===== src/rtl/vx_mem_traffic_gen_if.sv =====
// Memory request/response bus between the traffic generator (master) and the memory system (slave).
interface vx_mem_traffic_gen_if #(
  parameter int DATA_WIDTH = 512,
  parameter int ADDR_WIDTH = 26,
  parameter int TAG_WIDTH  = 8
);
  logic                    mem_req_valid;
  logic                    mem_req_rw;
  logic [DATA_WIDTH/8-1:0] mem_req_byteen;
  logic [ADDR_WIDTH-1:0]   mem_req_addr;
  logic [DATA_WIDTH-1:0]   mem_req_data;
  logic [TAG_WIDTH-1:0]    mem_req_tag;
  logic                    mem_req_ready;
  logic                    mem_rsp_valid;
  logic [DATA_WIDTH-1:0]   mem_rsp_data;
  logic [TAG_WIDTH-1:0]    mem_rsp_tag;
  logic                    mem_rsp_ready;

  modport master (
    output mem_req_valid, mem_req_rw, mem_req_byteen, mem_req_addr, mem_req_data, mem_req_tag,
    input  mem_req_ready,
    input  mem_rsp_valid, mem_rsp_data, mem_rsp_tag,
    output mem_rsp_ready
  );

  modport slave (
    input  mem_req_valid, mem_req_rw, mem_req_byteen, mem_req_addr, mem_req_data, mem_req_tag,
    output mem_req_ready,
    output mem_rsp_valid, mem_rsp_data, mem_rsp_tag,
    input  mem_rsp_ready
  );
endinterface


===== src/rtl/vx_mem_traffic_gen.sv =====
// DCR-programmed strided memory traffic generator with bounded reads in flight and
// read-data checking against an address-derived pattern.
module vx_mem_traffic_gen #(
  parameter int          DATA_WIDTH      = 512,
  parameter int          ADDR_WIDTH      = 26,
  parameter int          TAG_WIDTH       = 8,
  parameter int          MAX_OUTSTANDING = 4,
  parameter int unsigned START_DELAY     = 65000
) (
  input  logic                  clk,
  input  logic                  reset_n,
  input  logic                  dcr_wr_valid,
  input  logic [11:0]           dcr_wr_addr,
  input  logic [31:0]           dcr_wr_data,
  vx_mem_traffic_gen_if.master  mem,
  output logic                  busy,
  output logic                  done,
  output logic [15:0]           err_cnt
);

  localparam int IDXW  = (MAX_OUTSTANDING > 1) ? $clog2(MAX_OUTSTANDING) : 1;
  localparam int OCW   = $clog2(MAX_OUTSTANDING + 1);
  localparam int WORDS = DATA_WIDTH / 32;

  typedef enum logic [2:0] {ST_IDLE, ST_DELAY, ST_ISSUE, ST_DRAIN, ST_DONE} state_e;

  state_e                state_q, state_d;
  logic [ADDR_WIDTH-1:0] base_q, base_d;
  logic [31:0]           count_q, count_d;
  logic [ADDR_WIDTH-1:0] stride_q, stride_d;
  logic                  mode_q, mode_d;
  logic [31:0]           delay_q, delay_d;
  logic [31:0]           idx_q, idx_d;
  logic [ADDR_WIDTH-1:0] addr_q, addr_d;
  logic [OCW-1:0]        outst_q, outst_d;
  logic [15:0]           err_q, err_d;
  logic                  done_q, done_d;
  logic                  req_valid_q, req_valid_d;
  logic                  req_rw_q, req_rw_d;
  logic [ADDR_WIDTH-1:0] req_addr_q, req_addr_d;
  logic [DATA_WIDTH-1:0] req_data_q, req_data_d;
  logic [TAG_WIDTH-1:0]  req_tag_q, req_tag_d;
  logic [ADDR_WIDTH-1:0] tbl_q [MAX_OUTSTANDING];
  logic [ADDR_WIDTH-1:0] tbl_d [MAX_OUTSTANDING];

  logic                  cfg_en, rsp_ready, req_fire, rd_req, rd_rsp;
  logic [31:0]           idx_n;
  logic [ADDR_WIDTH-1:0] addr_n;
  logic                  unused_tag_bits;

  function automatic logic [DATA_WIDTH-1:0] pattern(input logic [ADDR_WIDTH-1:0] a);
    return {WORDS{32'(a)}};
  endfunction

  assign cfg_en          = (state_q == ST_IDLE) || (state_q == ST_DONE);
  assign rsp_ready       = (state_q == ST_ISSUE) || (state_q == ST_DRAIN);
  assign req_fire        = req_valid_q & mem.mem_req_ready;
  assign rd_req          = req_fire & ~mode_q;
  assign rd_rsp          = mem.mem_rsp_valid & rsp_ready & ~mode_q;
  assign unused_tag_bits = ^mem.mem_rsp_tag;

  always_comb begin
    state_d     = state_q;
    base_d      = base_q;
    count_d     = count_q;
    stride_d    = stride_q;
    mode_d      = mode_q;
    delay_d     = delay_q;
    idx_d       = idx_q;
    addr_d      = addr_q;
    outst_d     = outst_q;
    err_d       = err_q;
    done_d      = done_q;
    req_valid_d = req_valid_q;
    req_rw_d    = req_rw_q;
    req_addr_d  = req_addr_q;
    req_data_d  = req_data_q;
    req_tag_d   = req_tag_q;
    tbl_d       = tbl_q;
    idx_n       = idx_q + {31'd0, req_fire};
    addr_n      = req_fire ? addr_q + stride_q : addr_q;

    case ({rd_req, rd_rsp})
      2'b10:   outst_d = outst_q + 1'b1;
      2'b01:   outst_d = outst_q - 1'b1;
      default: ;
    endcase

    if (rd_req) tbl_d[req_tag_q[IDXW-1:0]] = req_addr_q;

    if (rd_rsp && (mem.mem_rsp_data != pattern(tbl_q[mem.mem_rsp_tag[IDXW-1:0]])) &&
        (err_q != 16'hFFFF))
      err_d = err_q + 16'd1;

    case (state_q)
      ST_DELAY: begin
        if (count_q == 32'd0) begin
          state_d = ST_DONE;
          done_d  = 1'b1;
        end else if (delay_q == 32'd0) begin
          state_d = ST_ISSUE;
        end else begin
          delay_d = delay_q - 32'd1;
        end
      end
      ST_ISSUE: begin
        idx_d  = idx_n;
        addr_d = addr_n;
        if (req_fire && (idx_n == count_q)) begin
          req_valid_d = 1'b0;
          state_d     = ST_DRAIN;
        end else if (!req_valid_q || req_fire) begin
          // Read throttling uses the post-update count, so a response landing this
          // cycle immediately frees a slot for the next presentation.
          if (mode_q || (outst_d < OCW'(MAX_OUTSTANDING))) begin
            req_valid_d = 1'b1;
            req_rw_d    = mode_q;
            req_addr_d  = addr_n;
            req_tag_d   = idx_n[TAG_WIDTH-1:0];
            req_data_d  = pattern(addr_n);
          end else begin
            req_valid_d = 1'b0;
          end
        end
      end
      ST_DRAIN: begin
        if (outst_q == '0) begin
          state_d = ST_DONE;
          done_d  = 1'b1;
        end
      end
      default: ;
    endcase

    if (dcr_wr_valid && cfg_en) begin
      case (dcr_wr_addr)
        12'h000: base_d   = dcr_wr_data[ADDR_WIDTH-1:0];
        12'h001: count_d  = dcr_wr_data;
        12'h002: stride_d = dcr_wr_data[ADDR_WIDTH-1:0];
        12'h003: begin
          if (dcr_wr_data[0]) begin
            mode_d  = dcr_wr_data[1];
            done_d  = 1'b0;
            err_d   = '0;
            idx_d   = '0;
            addr_d  = base_q;
            outst_d = '0;
            delay_d = (START_DELAY == 0) ? 32'd0 : 32'(START_DELAY - 1);
            state_d = ((START_DELAY == 0) && (count_q != 32'd0)) ? ST_ISSUE : ST_DELAY;
          end
        end
        default: ;
      endcase
    end
  end

  always_ff @(posedge clk or negedge reset_n) begin
    if (!reset_n) begin
      state_q     <= ST_IDLE;
      base_q      <= '0;
      count_q     <= '0;
      stride_q    <= '0;
      mode_q      <= 1'b0;
      delay_q     <= '0;
      idx_q       <= '0;
      addr_q      <= '0;
      outst_q     <= '0;
      err_q       <= '0;
      done_q      <= 1'b0;
      req_valid_q <= 1'b0;
      req_rw_q    <= 1'b0;
      req_addr_q  <= '0;
      req_data_q  <= '0;
      req_tag_q   <= '0;
      tbl_q       <= '{default: '0};
    end else begin
      state_q     <= state_d;
      base_q      <= base_d;
      count_q     <= count_d;
      stride_q    <= stride_d;
      mode_q      <= mode_d;
      delay_q     <= delay_d;
      idx_q       <= idx_d;
      addr_q      <= addr_d;
      outst_q     <= outst_d;
      err_q       <= err_d;
      done_q      <= done_d;
      req_valid_q <= req_valid_d;
      req_rw_q    <= req_rw_d;
      req_addr_q  <= req_addr_d;
      req_data_q  <= req_data_d;
      req_tag_q   <= req_tag_d;
      tbl_q       <= tbl_d;
    end
  end

  assign mem.mem_req_valid  = req_valid_q;
  assign mem.mem_req_rw     = req_rw_q;
  assign mem.mem_req_byteen = '1;
  assign mem.mem_req_addr   = req_addr_q;
  assign mem.mem_req_data   = req_data_q;
  assign mem.mem_req_tag    = req_tag_q;
  assign mem.mem_rsp_ready  = rsp_ready;

  assign busy    = (state_q == ST_DELAY) || (state_q == ST_ISSUE) || (state_q == ST_DRAIN);
  assign done    = done_q;
  assign err_cnt = err_q;

endmodule


===== src/flat_wrapper.sv =====
// flat-port wrapper written by rule: the top's interface ports become plain ports
module vx_mem_traffic_gen_flat 
#(
  parameter int          DATA_WIDTH      = 512,
  parameter int          ADDR_WIDTH      = 26,
  parameter int          TAG_WIDTH       = 8,
  parameter int          MAX_OUTSTANDING = 4,
  parameter int unsigned START_DELAY     = 65000
)
  (clk, reset_n, dcr_wr_valid, dcr_wr_addr, dcr_wr_data, busy, done, err_cnt, mem_mem_req_valid, mem_mem_req_rw, mem_mem_req_byteen, mem_mem_req_addr, mem_mem_req_data, mem_mem_req_tag, mem_mem_req_ready, mem_mem_rsp_valid, mem_mem_rsp_data, mem_mem_rsp_tag, mem_mem_rsp_ready);
  vx_mem_traffic_gen_if #(.DATA_WIDTH(DATA_WIDTH), .ADDR_WIDTH(ADDR_WIDTH), .TAG_WIDTH(TAG_WIDTH)) mem_i ();
  input  logic clk;
  input  logic reset_n;
  input  logic dcr_wr_valid;
  input  logic [11:0] dcr_wr_addr;
  input  logic [31:0] dcr_wr_data;
  output logic busy;
  output logic done;
  output logic [15:0] err_cnt;
  output wire logic [$bits(mem_i.mem_req_valid)-1:0] mem_mem_req_valid;
  output wire logic [$bits(mem_i.mem_req_rw)-1:0] mem_mem_req_rw;
  output wire logic [$bits(mem_i.mem_req_byteen)-1:0] mem_mem_req_byteen;
  output wire logic [$bits(mem_i.mem_req_addr)-1:0] mem_mem_req_addr;
  output wire logic [$bits(mem_i.mem_req_data)-1:0] mem_mem_req_data;
  output wire logic [$bits(mem_i.mem_req_tag)-1:0] mem_mem_req_tag;
  input wire logic [$bits(mem_i.mem_req_ready)-1:0] mem_mem_req_ready;
  input wire logic [$bits(mem_i.mem_rsp_valid)-1:0] mem_mem_rsp_valid;
  input wire logic [$bits(mem_i.mem_rsp_data)-1:0] mem_mem_rsp_data;
  input wire logic [$bits(mem_i.mem_rsp_tag)-1:0] mem_mem_rsp_tag;
  output wire logic [$bits(mem_i.mem_rsp_ready)-1:0] mem_mem_rsp_ready;
  assign mem_mem_req_valid = mem_i.mem_req_valid;
  assign mem_mem_req_rw = mem_i.mem_req_rw;
  assign mem_mem_req_byteen = mem_i.mem_req_byteen;
  assign mem_mem_req_addr = mem_i.mem_req_addr;
  assign mem_mem_req_data = mem_i.mem_req_data;
  assign mem_mem_req_tag = mem_i.mem_req_tag;
  assign mem_i.mem_req_ready = mem_mem_req_ready;
  assign mem_i.mem_rsp_valid = mem_mem_rsp_valid;
  assign mem_i.mem_rsp_data = mem_mem_rsp_data;
  assign mem_i.mem_rsp_tag = mem_mem_rsp_tag;
  assign mem_mem_rsp_ready = mem_i.mem_rsp_ready;
  vx_mem_traffic_gen #(.DATA_WIDTH(DATA_WIDTH), .ADDR_WIDTH(ADDR_WIDTH), .TAG_WIDTH(TAG_WIDTH), .MAX_OUTSTANDING(MAX_OUTSTANDING), .START_DELAY(START_DELAY)) u_core (.clk(clk), .reset_n(reset_n), .dcr_wr_valid(dcr_wr_valid), .dcr_wr_addr(dcr_wr_addr), .dcr_wr_data(dcr_wr_data), .mem(mem_i), .busy(busy), .done(done), .err_cnt(err_cnt));
endmodule

===== config.mk =====
export PLATFORM = sky130hd
export DESIGN_NAME = vx_mem_traffic_gen_flat
export DESIGN_NICKNAME = d
export VERILOG_FILES = /design/src/rtl/vx_mem_traffic_gen_if.sv /design/src/rtl/vx_mem_traffic_gen.sv /design/src/flat_wrapper.sv
export SDC_FILE = /design/constraint.sdc
export NUM_CORES = 1
export LEC_CHECK = 0
export ABC_CLOCK_PERIOD_IN_PS = 5700
export CAP_MARGIN = 20
export CORE_AREA = 2 2 472 474
export CTS_BUF_LIST = sky130_fd_sc_hd__clkbuf_16
export CTS_CLUSTER_DIAMETER = 40
export DETAILED_ROUTE_END_ITERATION = 7
export DIE_AREA = 0 0 474 476
export RECOVER_POWER = 25
export SLEW_MARGIN = 20
export SYNTH_ARGS = -nofsm -noshare
export SYNTH_HDL_FRONTEND = slang
export SYNTH_SLANG_ARGS = --single-unit
export TNS_END_PERCENT = 100

===== constraint.sdc =====
create_clock -name clk -period 5.7 [get_ports clk]
set_clock_uncertainty 0.15 [all_clocks]
set_input_delay 1.14 -clock clk [delete_from_list [all_inputs] [get_ports clk]]
set_output_delay 1.14 -clock clk [all_outputs]
set_load 0.005 [all_outputs]

Word-level counts from Yosys, hierarchy flattened
Cells that the tools add are included.
W data, S select, Z words.
{ "word_totals": {"register_bits": 754, "latch_bits": 0, "ramBits": 0, "romBits": 0, "output_inout_bits": 631, "mem_count": 0} }
{ "op_classes": {"addsub": 6, "multipliers": 0, "div_mod_pow": 0, "order_cmp": 4, "n_eq_ne": 12, "shift": 0, "n_mux": 46, "n_bitwise": 8, "n_reduce_logical": 24} }
{ "ops": {"columns": ["cell", "count"], "rows": [
  ["$ne A512 B506 Y1", 1],
  ["$mux W32", 10],
  ["$mux W26", 8],
  ["$bwmux W104", 1],
  ["$logic_not A32 Y1", 2],
  ["$mux W16", 4],
  ["$bmux W26 S2", 1],
  ["$demux W26 S2", 1],
  ["$add A32 B1 Y32", 1],
  ["$eq A32 B32 Y1", 1],
  ["$sub A32 B1 Y32 const B", 1],
  ["$mux W3", 10],
  ["$add A26 B26 Y26", 1],
  ["$eq A12 B2 Y1 const B", 2],
  ["$add A16 B1 Y16 const B", 1],
  ["$ne A16 B16 Y1 const B", 1],
  ["$eq A12 B1 Y1 const B", 1],
  ["$logic_not A12 Y1", 1],
  ["$pmux W3 S3", 1],
  ["$mux W1", 8],
  ["$reduce_and A2 Y1", 4],
  ["$eq A3 B2 Y1 const B", 2],
  ["$ge A3 B3 Y1 const B", 2],
  ["$logic_not A3 Y1", 2],
  ["other kinds (19)", 33]
]} }

Logic depth before layout (Yosys ltp)
Gate-level depths: netlist of the first run.
{ "logic_depth": {"word_depth": 11, "ltp_mapped": 17, "ltp_nobuf": 12} }

Worst setup path before layout of the first run
OpenSTA, ideal clock, no wires.
{ "synth_timing": {"path_type": "in2reg", "startpoint": "in mem_mem_req_ready", "endpoint": "reg u_core.req_addr_q[10], in the netlist u_core.mem.mem_req_addr[10]", "setup_time_ps": 125, "t_arrival_ps": 4716, "setup_slack_ps": 709, "cell_stages": 16, "n_path_buf": 4, "path_cell_list": "nand2_1 > clkinv_1 > buf_1 > ha_1 > and4_1 > buf_2 > nand2_1 > a21oi_1 > or4_1 > or4b_1 > or3_1 > nand4b_4 > and2_1 > buf_2 > buf_6 > mux2_4"} }
{ "synth_between": {"elab_chain_cells": 7, "elab_cells_between_ends": 14} }
{ "synth_lines": {"columns": ["item", "line", "rtl"], "rows": [
  ["start, declared", "flat_wrapper.sv:26", "input wire logic [$bits(mem_i.mem_req_ready)-1:0] mem_mem_req_ready;"],
  ["$and A1 B1 Y1 *", "vx_mem_traffic_gen.sv:57", "assign req_fire = req_valid_q & mem.mem_req_ready;"],
  ["branches (longest 6 deep; another with $add A32 B1 Y32)", null, null],
  ["end signal, assigned", "vx_mem_traffic_gen.sv:190", "req_addr_q <= req_addr_d;"],
  ["end, declared", "vx_mem_traffic_gen.sv:40", "logic [ADDR_WIDTH-1:0] req_addr_q, req_addr_d;"]
]} }
Every way passes the cells marked *.
A chain may end at the register's enable or synchronous reset.

Worst setup path after layout of the first run
{ "layout_timing": {"startpoint": "in mem_mem_rsp_tag[0]", "endpoint": "reg u_core.err_q[14], in the netlist u_core.err_cnt[14]"} }
{ "layout_between": {"elab_chain_cells": 11} }
{ "layout_lines": {"columns": ["item", "line", "rtl"], "rows": [
  ["start, declared", "flat_wrapper.sv:29", "input wire logic [$bits(mem_i.mem_rsp_tag)-1:0] mem_mem_rsp_tag;"],
  ["$not A2 Y3 (implied by the code) *", "vx_mem_traffic_gen.sv:91", "if (rd_rsp && (mem.mem_rsp_data != pattern(tbl_q[mem.mem_rsp_tag[IDXW-1:0]])) &&"],
  ["$bmux W26 S2 *", "vx_mem_traffic_gen.sv:91", null],
  ["$mux W26 (implied by the code) * (2 in series)", "vx_mem_traffic_gen.sv:91", null],
  ["$ne A512 B506 Y1 *", "vx_mem_traffic_gen.sv:91", null],
  ["$logic_and A1 B1 Y1 * (2 in series)", "vx_mem_traffic_gen.sv:91", null],
  ["$mux W16 *", "vx_mem_traffic_gen.sv:91", null],
  ["$mux W16", "vx_mem_traffic_gen.sv:141", "if (dcr_wr_data[0]) begin"],
  ["$mux W16", "vx_mem_traffic_gen.sv:136", "case (dcr_wr_addr)"],
  ["$mux W16 *", "vx_mem_traffic_gen.sv:135", "if (dcr_wr_valid && cfg_en) begin"],
  ["net u_core.err_d[14]", "vx_mem_traffic_gen.sv:36", "logic [15:0] err_q, err_d;"],
  ["end signal, assigned", "vx_mem_traffic_gen.sv:186", "err_q <= err_d;"],
  ["end, declared", "vx_mem_traffic_gen.sv:36", null]
]} }
Mark *: on every way through the listed nets, which the timed path passes. The rest lies on a longest branch. The select of a mux whose other input is x is not followed.

==> results of run 1 <==
[cell families (layout without fill, tap and decap cells)]
logic type                 count (synthesis)  after routing  synth area share, %
AOI/OAI and AO/OA                        468            468                 11.5
xor gates and xnor gates                 207            207                 6.49
adders and majority gates                 33             33                 1.53
buffers and inverters                    800           1397                 19.0
DFF                                      338            338                 30.3
muxes                                    341            341                 14.6
other                                      2            223               0.0269
and+or+nand+nor                          892            892                 16.6
[layer usage]
| metal | vias to the layer above | wire (um) | global-route usage (%) | share of wire [%] |
|---|---|---|---|---|
| li1 | 11800 | - | - | - |
| met1 | 13700 | 71500 | 18.1 | 37 |
| met2 | 1342 | 94700 | 28.1 | 49 |
| met3 | 353 | 11100 | 2.41 | 5.8 |
| met4 | 6 | 15600 | 11.4 | 8.1 |
| met5 | - | 41 | 0 | 0.021 |
[power groups by stage]
| stage | clock [uW] | combinational, uW | sequential, uW |
|---|---|---|---|
| 6_report | 3490 | 1410 | 2520 |
| 5_1_grt | 3720 | 1460 | 2520 |
| 4_1_cts | 3610 | 1400 | 2520 |
| 3_5_place_dp | 0 | 1390 | 2560 |
| 3_3_place_gp | 0 | 1390 | 2560 |
| 2_1_floorplan | 0 | 532 | 2510 |
[stage by stage]
step	instance area [um2]	cells	hold slack, ns	power [uW]
2_1_floorplan	28500	3239	0.295	3040
3_3_place_gp	39000	6704	0.307	3950
3_5_place_dp	39000	6704	0.319	3950
4_1_cts	41000	6811	0.335	7530
5_1_grt	41100	6858	0.348	7710
6_report	41100	6874	0.337	7410
[cell type report]
cell class / instances / area (um2)
Timing Repair Buffer: 1194 / 11600
Inverter: 96 / 360
Antenna cell: 63 / 158
Clock inverter: 49 / 520
Clock buffer: 58 / 1450
Sequential cell: 338 / 8490
Multi-Input combinational cell: 2101 / 14800
Fill cell: 24600 / 180000
Tap cell: 2975 / 3720
[synth_stat cells (all sizes together) (9+ instances only)]
cell and count:
and3 44, buf 632, nor2 162, a2111oi 15, nand2 206, ha 31
nor3 84, a2bb2oi 11, a31oi 39, nand3 71, xnor2 131, o22ai 18
a32oi 9, and2 19, mux2i 82, dfrtp 338, a22oi 20, or4 25
o21ai 76, o31ai 13, a211oi 17, o211ai 15, nor4 82, mux2 233
or3 39, clkbuf 72, a21oi 103, o2111ai 16, mux4 26, nor2b 19
and4 17, nand4 64, o221ai 14, nand2b 21, inv 95, xor2 76
a21o 12
[final timing paths]
path	start	endpoint	slack (ns)	cells past startpoint
min	u_core.base_q[24]	u_core.addr_q[24]	0.34	2
max reg2reg	u_core.tbl_q[21]	u_core.err_cnt[14]	1.50	13
min reg2reg	u_core.base_q[24]	u_core.addr_q[24]	0.34	2
max in group asynchronous	reset_n	u_core.mem.mem_req_addr[23]	1.50	2
max	mem_mem_rsp_tag[0]	u_core.err_cnt[14]	0.87	15
min in group asynchronous	reset_n	u_core.count_q[19]	1.03	1
[state kept, by name, indices dropped and copies added, names as in the netlist]
signal / flops
u_core.idx_q: 32
u_core.mem.mem_req_rw: 1
u_core.stride_q: 26
u_core.err_cnt: 16
u_core.delay_q: 32
u_core.mem.mem_req_data: 1
u_core.base_q: 26
u_core.mode_q: 1
u_core.done: 1
u_core.tbl_q: 104
u_core.outst_q: 3
u_core.mem.mem_req_addr: 25
u_core.addr_q: 26
u_core.mem.mem_req_tag: 8
u_core.state_q: 3
u_core.mem.mem_req_valid: 1
u_core.count_q: 32
[critical path, cell delays in order]
cell      delay, ns
buf_4          0.26
buf_4          0.24
mux4_2         0.70
a222oi_1       0.54
buf_4          0.23
o21ai_1        0.14
nor4_1         0.42
buf_4          0.20
nand4_1        0.09
nor4_1         0.27
buf_4          0.17
and4_1         0.35
buf_12         0.19
nor4_1         0.07
mux2i_1        0.13
==> metrics.txt, run 1 <==
Sw Share roughly 29%; Final Wtd Congestion 0.974; IO buf count 1,033; CTS tree yes; # IOs approximately 1,200; via count approximately 27,000; CP Launch Type input pin; clock buffer depth 3; share of cells above drive strength 1 14.8%; largest fanout on the critical path 18; DR vias/cell 3.96; sequential area share after synthesis 30.3%; die width roughly 470 um; row count 173; die area about 0.23 mm2; All-Layer GR Usage approximately 16%; Synth top area share 30.3%; final core occ 18.6%; Flop pwr share roughly 34%; grt ovf 0; Worst-path clk slew 0.06 ns; mapped cell area 0.0279 mm2; Hold Vio Cnt, Final 0; Yosys cell types 87; pre-CTS setup slack ~0.33 ns; Clock Latency Late Sink approximately 0.67 ns; switching pwr 2170 uW; post-route ant nets 0; Num CTS Buffers 58; failing checks capacitance limit, slew limit; Yosys warnings 0; post-synth top area cell dfrtp_1; Crit. End Element flip-flop; htree depth 2; Post-CTS Setup Repair Bufs 0; clock tree sinks 338; die height 476 um; largest net degree at the start of global routing 126; # DRC 0; Final Max Slew Viols 122; Syn Inst Count 3,081; Clk pwr share 47.1%; worst min-delay path class flip-flop to flip-flop; Final Setup Violations 0; most frequent cells in the layout 1,030 x clkdlybuf4s50_1, 314 x dfrtp_1, 216 x mux2_2, 206 x nand2_1, 161 x nor2_1; PnR worst setup slack 0.868 ns; DRT Pass-1 Iters 6; synthesized area per cell 9.06 um2; Req. time, crit path 6.06 ns; worst path arrival time 5.19 ns; max_slew headroom -77.6%; Sum Neg Setup Slack 0 ns; outcome finished with violations; Pint 5240 uW; area delta synth->final 47.4%; combinational power share 19.0%; commonest non-fill, non-tap cell in the layout clkdlybuf4s50_1; Iter 0 DRT Violations approximately 2,100; Least-Margin Pin Slew 2.66 ns; vias in the first global route ~26,000; leakage 0.0161 uW; Power Density ~180 mW/mm2; max cap viols 2; per-cell routed wire length 28.1 um; ys async rst share between 90% and 100%; WL final 193,000 um; global-route wire length before repair about 240,000 um; core area 0.221 mm2; CTS root buf clkbuf_16; WS Path Type input pin to flip-flop; Hold Buf Count CTS 0; period utilization 84.8%; number of nets in the layout between 4,000 and 5,000; Synth Register Bits 338; EDFF count, synth 0; RSZ-0062 raised after global routing no; Resize count post-CTS 0; initial antenna violation count 79; main area contributors after synthesis dfrtp_1 30%, buf_4 16%, mux2_2 8.7%; Most used DFF post-synth dfrtp_1; Starting Density between 10% and 20%; Post-DP HPWL approximately 160,000 um; maximum VDD drop 254 uV; Tmin final 4.83 ns; fmax 207 MHz
Power figures use the tool's default switching activity.
==> inputs of run 2 (changes only) <==
Settings changed: ABC_CLOCK_PERIOD_IN_PS 5700 to 4500.
Clock period 5.7 ns to 4.5 ns, I/O delays scaled along.
==> run 2 against run 1 <==
Compared with the run above:
- the flow still finishes with violations (capacitance limit, slew limit)
- critical path depth unchanged
- combinational power up 33%
- register-to-register slack worse by 1.1 ns
- sequential share of layout area down 0.86 points
- largest power group unchanged
==> metrics.txt, run 2 (same netlist as run 1, synthesis figures left out) <==
outcome finished with violations (unchanged); failing checks capacitance limit, slew limit (unchanged); worst-path cell chain buf_4, buf_12, mux4_2, buf_4, nand2_1, o21ai_0, a2111oi_1, buf_4, nand4b_1, nor4_2, buf_4, and4_1, buf_12, or4_1, a21oi_1 (was buf_4, buf_4, mux4_2, a222oi_1, buf_4, o21ai_1, nor4_1, buf_4, nand4_1, nor4_1, buf_4, and4_1, buf_12, nor4_1, mux2i_1); RSZ-0062 raised after global routing no (unchanged); Clock Latency Late Sink 0.68 ns (was 0.67 ns); CTS root buf clkbuf_16 (unchanged); most frequent cells in the layout 1,030 x clkdlybuf4s50_1, 333 x buf_4, 313 x dfrtp_1, 216 x mux2_2, 205 x nand2_1 (was 1,030 x clkdlybuf4s50_1, 314 x dfrtp_1, 216 x mux2_2, 206 x nand2_1, 161 x nor2_1); area delta synth->final 53.9% (was 47.4%); placed cell areas 0.0408 mm2 (was 0.0390 mm2); Hold Vio Cnt, Final 0 (unchanged); row count 173 (unchanged); placed cell count 6,906 (was 6,704); die area 0.226 mm2 (unchanged); # IOs 1,200 (unchanged); Reg-to-Reg End u_core.err_cnt[11] (was u_core.err_cnt[14]); DRT Pass-1 Iters 5 (was 6); htree depth 2 (unchanged); WHS Path Cells 2 (unchanged); Worst-path clk slew 0.06 ns (about the same); largest fanout on the critical path 18 (unchanged); CTS tree yes (unchanged); die width 474 um (unchanged); period utilization 97.1%; Num CTS Buffers 59 (was 58); Least-Margin Pin Slew 2.78 ns (was 2.66 ns); Sum Neg Setup Slack 0 ns (unchanged); combinational power share 19.5% (was 19.0%); Power Density 225 mW/mm2 (was 180 mW/mm2); post-route ant nets 0 (unchanged); Largest register FFs 104 (unchanged); FF-to-FF path depth 14 (was 13); max cap viols 1 (was 2); Hold EP u_core.addr_q[2] (was u_core.addr_q[24]); worst path arrival time 4.73 ns (was 5.19 ns); Resize count post-CTS 0 (unchanged); Pint 6820 uW (was 5240 uW); fmax 229 MHz; Starting Density 12.6% (unchanged); Sw Share 29.3% (about the same); CP Launch Type input pin (unchanged); CP most frequent cell buf_4 (unchanged); # DRC 0 (unchanged); global-route wire length before repair 247,000 um (was 245,000 um); Post-CTS Setup Repair Bufs 0 (unchanged); Iter 0 DRT Violations 2,162 (was 2,100); initial antenna violation count 75 (was 79); All-Layer GR Usage 16.2% (was 16.1%); DR vias/cell 3.95 (was 3.96); Crit. End Element flip-flop (unchanged); commonest non-fill, non-tap cell in the layout clkdlybuf4s50_1 (unchanged); register name with the most flops u_core.tbl_q (unchanged); via count 28,000 (was 27,200); origin of the critical flop-to-flop path u_core.tbl_q[38] (was u_core.tbl_q[21]); grt ovf 0 (unchanged); WS Path Type input pin to flip-flop (unchanged); leakage 0.0171 uW (was 0.0161 uW); core area 0.221 mm2 (unchanged); die height 476 um (unchanged); clock buffer depth 3 (unchanged); share of cells above drive strength 1 19.1% (was 14.8%); switching pwr 2830 uW (was 2170 uW); maximum VDD drop 358 uV (was 254 uV); Req. time, crit path 4.86 ns (was 6.06 ns); hold_sp u_core.base_q[2] (was u_core.base_q[24]); WL final 194,000 um (was 193,000 um); final cell count without fillers 7,071 (was 6,874); Hold Buf Count CTS 0 (unchanged); Critical-path top delay cell mux4_2 (unchanged); Power, Total 9650 uW (was 7410 uW); Flop pwr share 33.0% (was 33.9%); Worst path max stage delay 0.69 ns (was 0.70 ns); vias in the first global route 26,900 (was 26,000); IO buf count 1,033 (unchanged); r2r setup slk 0.38 ns (was 1.50 ns); Post-DP HPWL 164,000 um (was 162,000 um); Final Wtd Congestion 0.997 (was 0.974); Final Cell Area 0.0430 mm2 (was 0.0411 mm2); worst min-delay path class flip-flop to flip-flop (unchanged); number of nets in the layout 4,594 (was 4,391); Final Setup Violations 0 (unchanged); max_slew headroom -85.1% (was -77.6%); largest net degree at the start of global routing 101 (was 126); Tmin final 4.37 ns; Final Max Slew Viols 100 (was 122); per-cell routed wire length 27.4 um (was 28.1 um); Clk pwr share 47.5% (was 47.1%); clock tree sinks 338 (unchanged)
==> run 2: cell count changes in the layout (fill, tap and decap cells not counted), sizes merged <==
cell / before / now
clkinvlp: 4 / 10
inv: 112 / 111
diode: 63 / 54
bufinv: 5 / 6
clkinv: 24 / 21
clkbuf: 62 / 66
buf: 160 / 359
==> run 2: area by class of cell <==
cell class,instances,area [um2]
fillers,24400,178000
multi-input cells,2101,14800
repair buffers,1396,13400
flip-flops and latches,338,8490
well taps,2975,3720
clock buffers,59,1480
clock inverters,52,579
inverters,96,362
diodes,54,135
==> run 2: metal layers <==
metal	routed length, um	global-route usage (%)	part of all wire, %
met5	79	0	0.041
met3	10600	2.46	5.5
met2	95200	28.3	49
met4	13900	10.1	7.2
met1	74000	18.5	38
==> run 2: worst max-delay path: cells and delay by family <==
| kind | cells | cell delay, ns |
|---|---|---|
| simple gates | 5 | 1.11 |
| compound gates | 3 | 0.74 |
| buf+inv | 6 | 1.21 |
| mux | 1 | 0.69 |
==> run 2: per-stage QoR <==
step / hold slack, ns / util (%) / setup slack, ns
after floorplan: 0.295 / - / 0.0126
after global placement: 0.308 / 18.5 / -0.653
after detailed placement: 0.317 / 18.5 / -0.637
after CTS: 0.0651 / 19.4 / 0.0216
after global routing: 0.360 / 19.4 / 0.00585
final: 0.301 / 19.4 / 0.131
==> run 2: worst max path at each step <==
stage / from / end / slack, ns / depth (start not counted)
floorplan: mem_mem_req_ready / u_core.mem.mem_req_addr[10] / 0.01 / 16
global placement: mem_mem_rsp_tag[0] / u_core.err_cnt[12] / -0.65 / 15
detailed placement: mem_mem_rsp_tag[0] / u_core.err_cnt[12] / -0.64 / 15
CTS: mem_mem_rsp_tag[0] / u_core.err_cnt[12] / 0.02 / 15
global route: mem_mem_rsp_tag[0] / u_core.err_cnt[12] / 0.006 / 16
finish: mem_mem_rsp_tag[0] / u_core.err_cnt[11] / 0.13 / 15
==> run 2: power by group through the flow <==
stage          clock, uW  combinational [uW]  sequential, uW
2_1_floorplan          0                 675            3180
3_3_place_gp           0                1870            3240
3_5_place_dp           0                1870            3240
4_1_cts             4720                1880            3190
5_1_grt             4860                1960            3190
6_report            4580                1880            3180
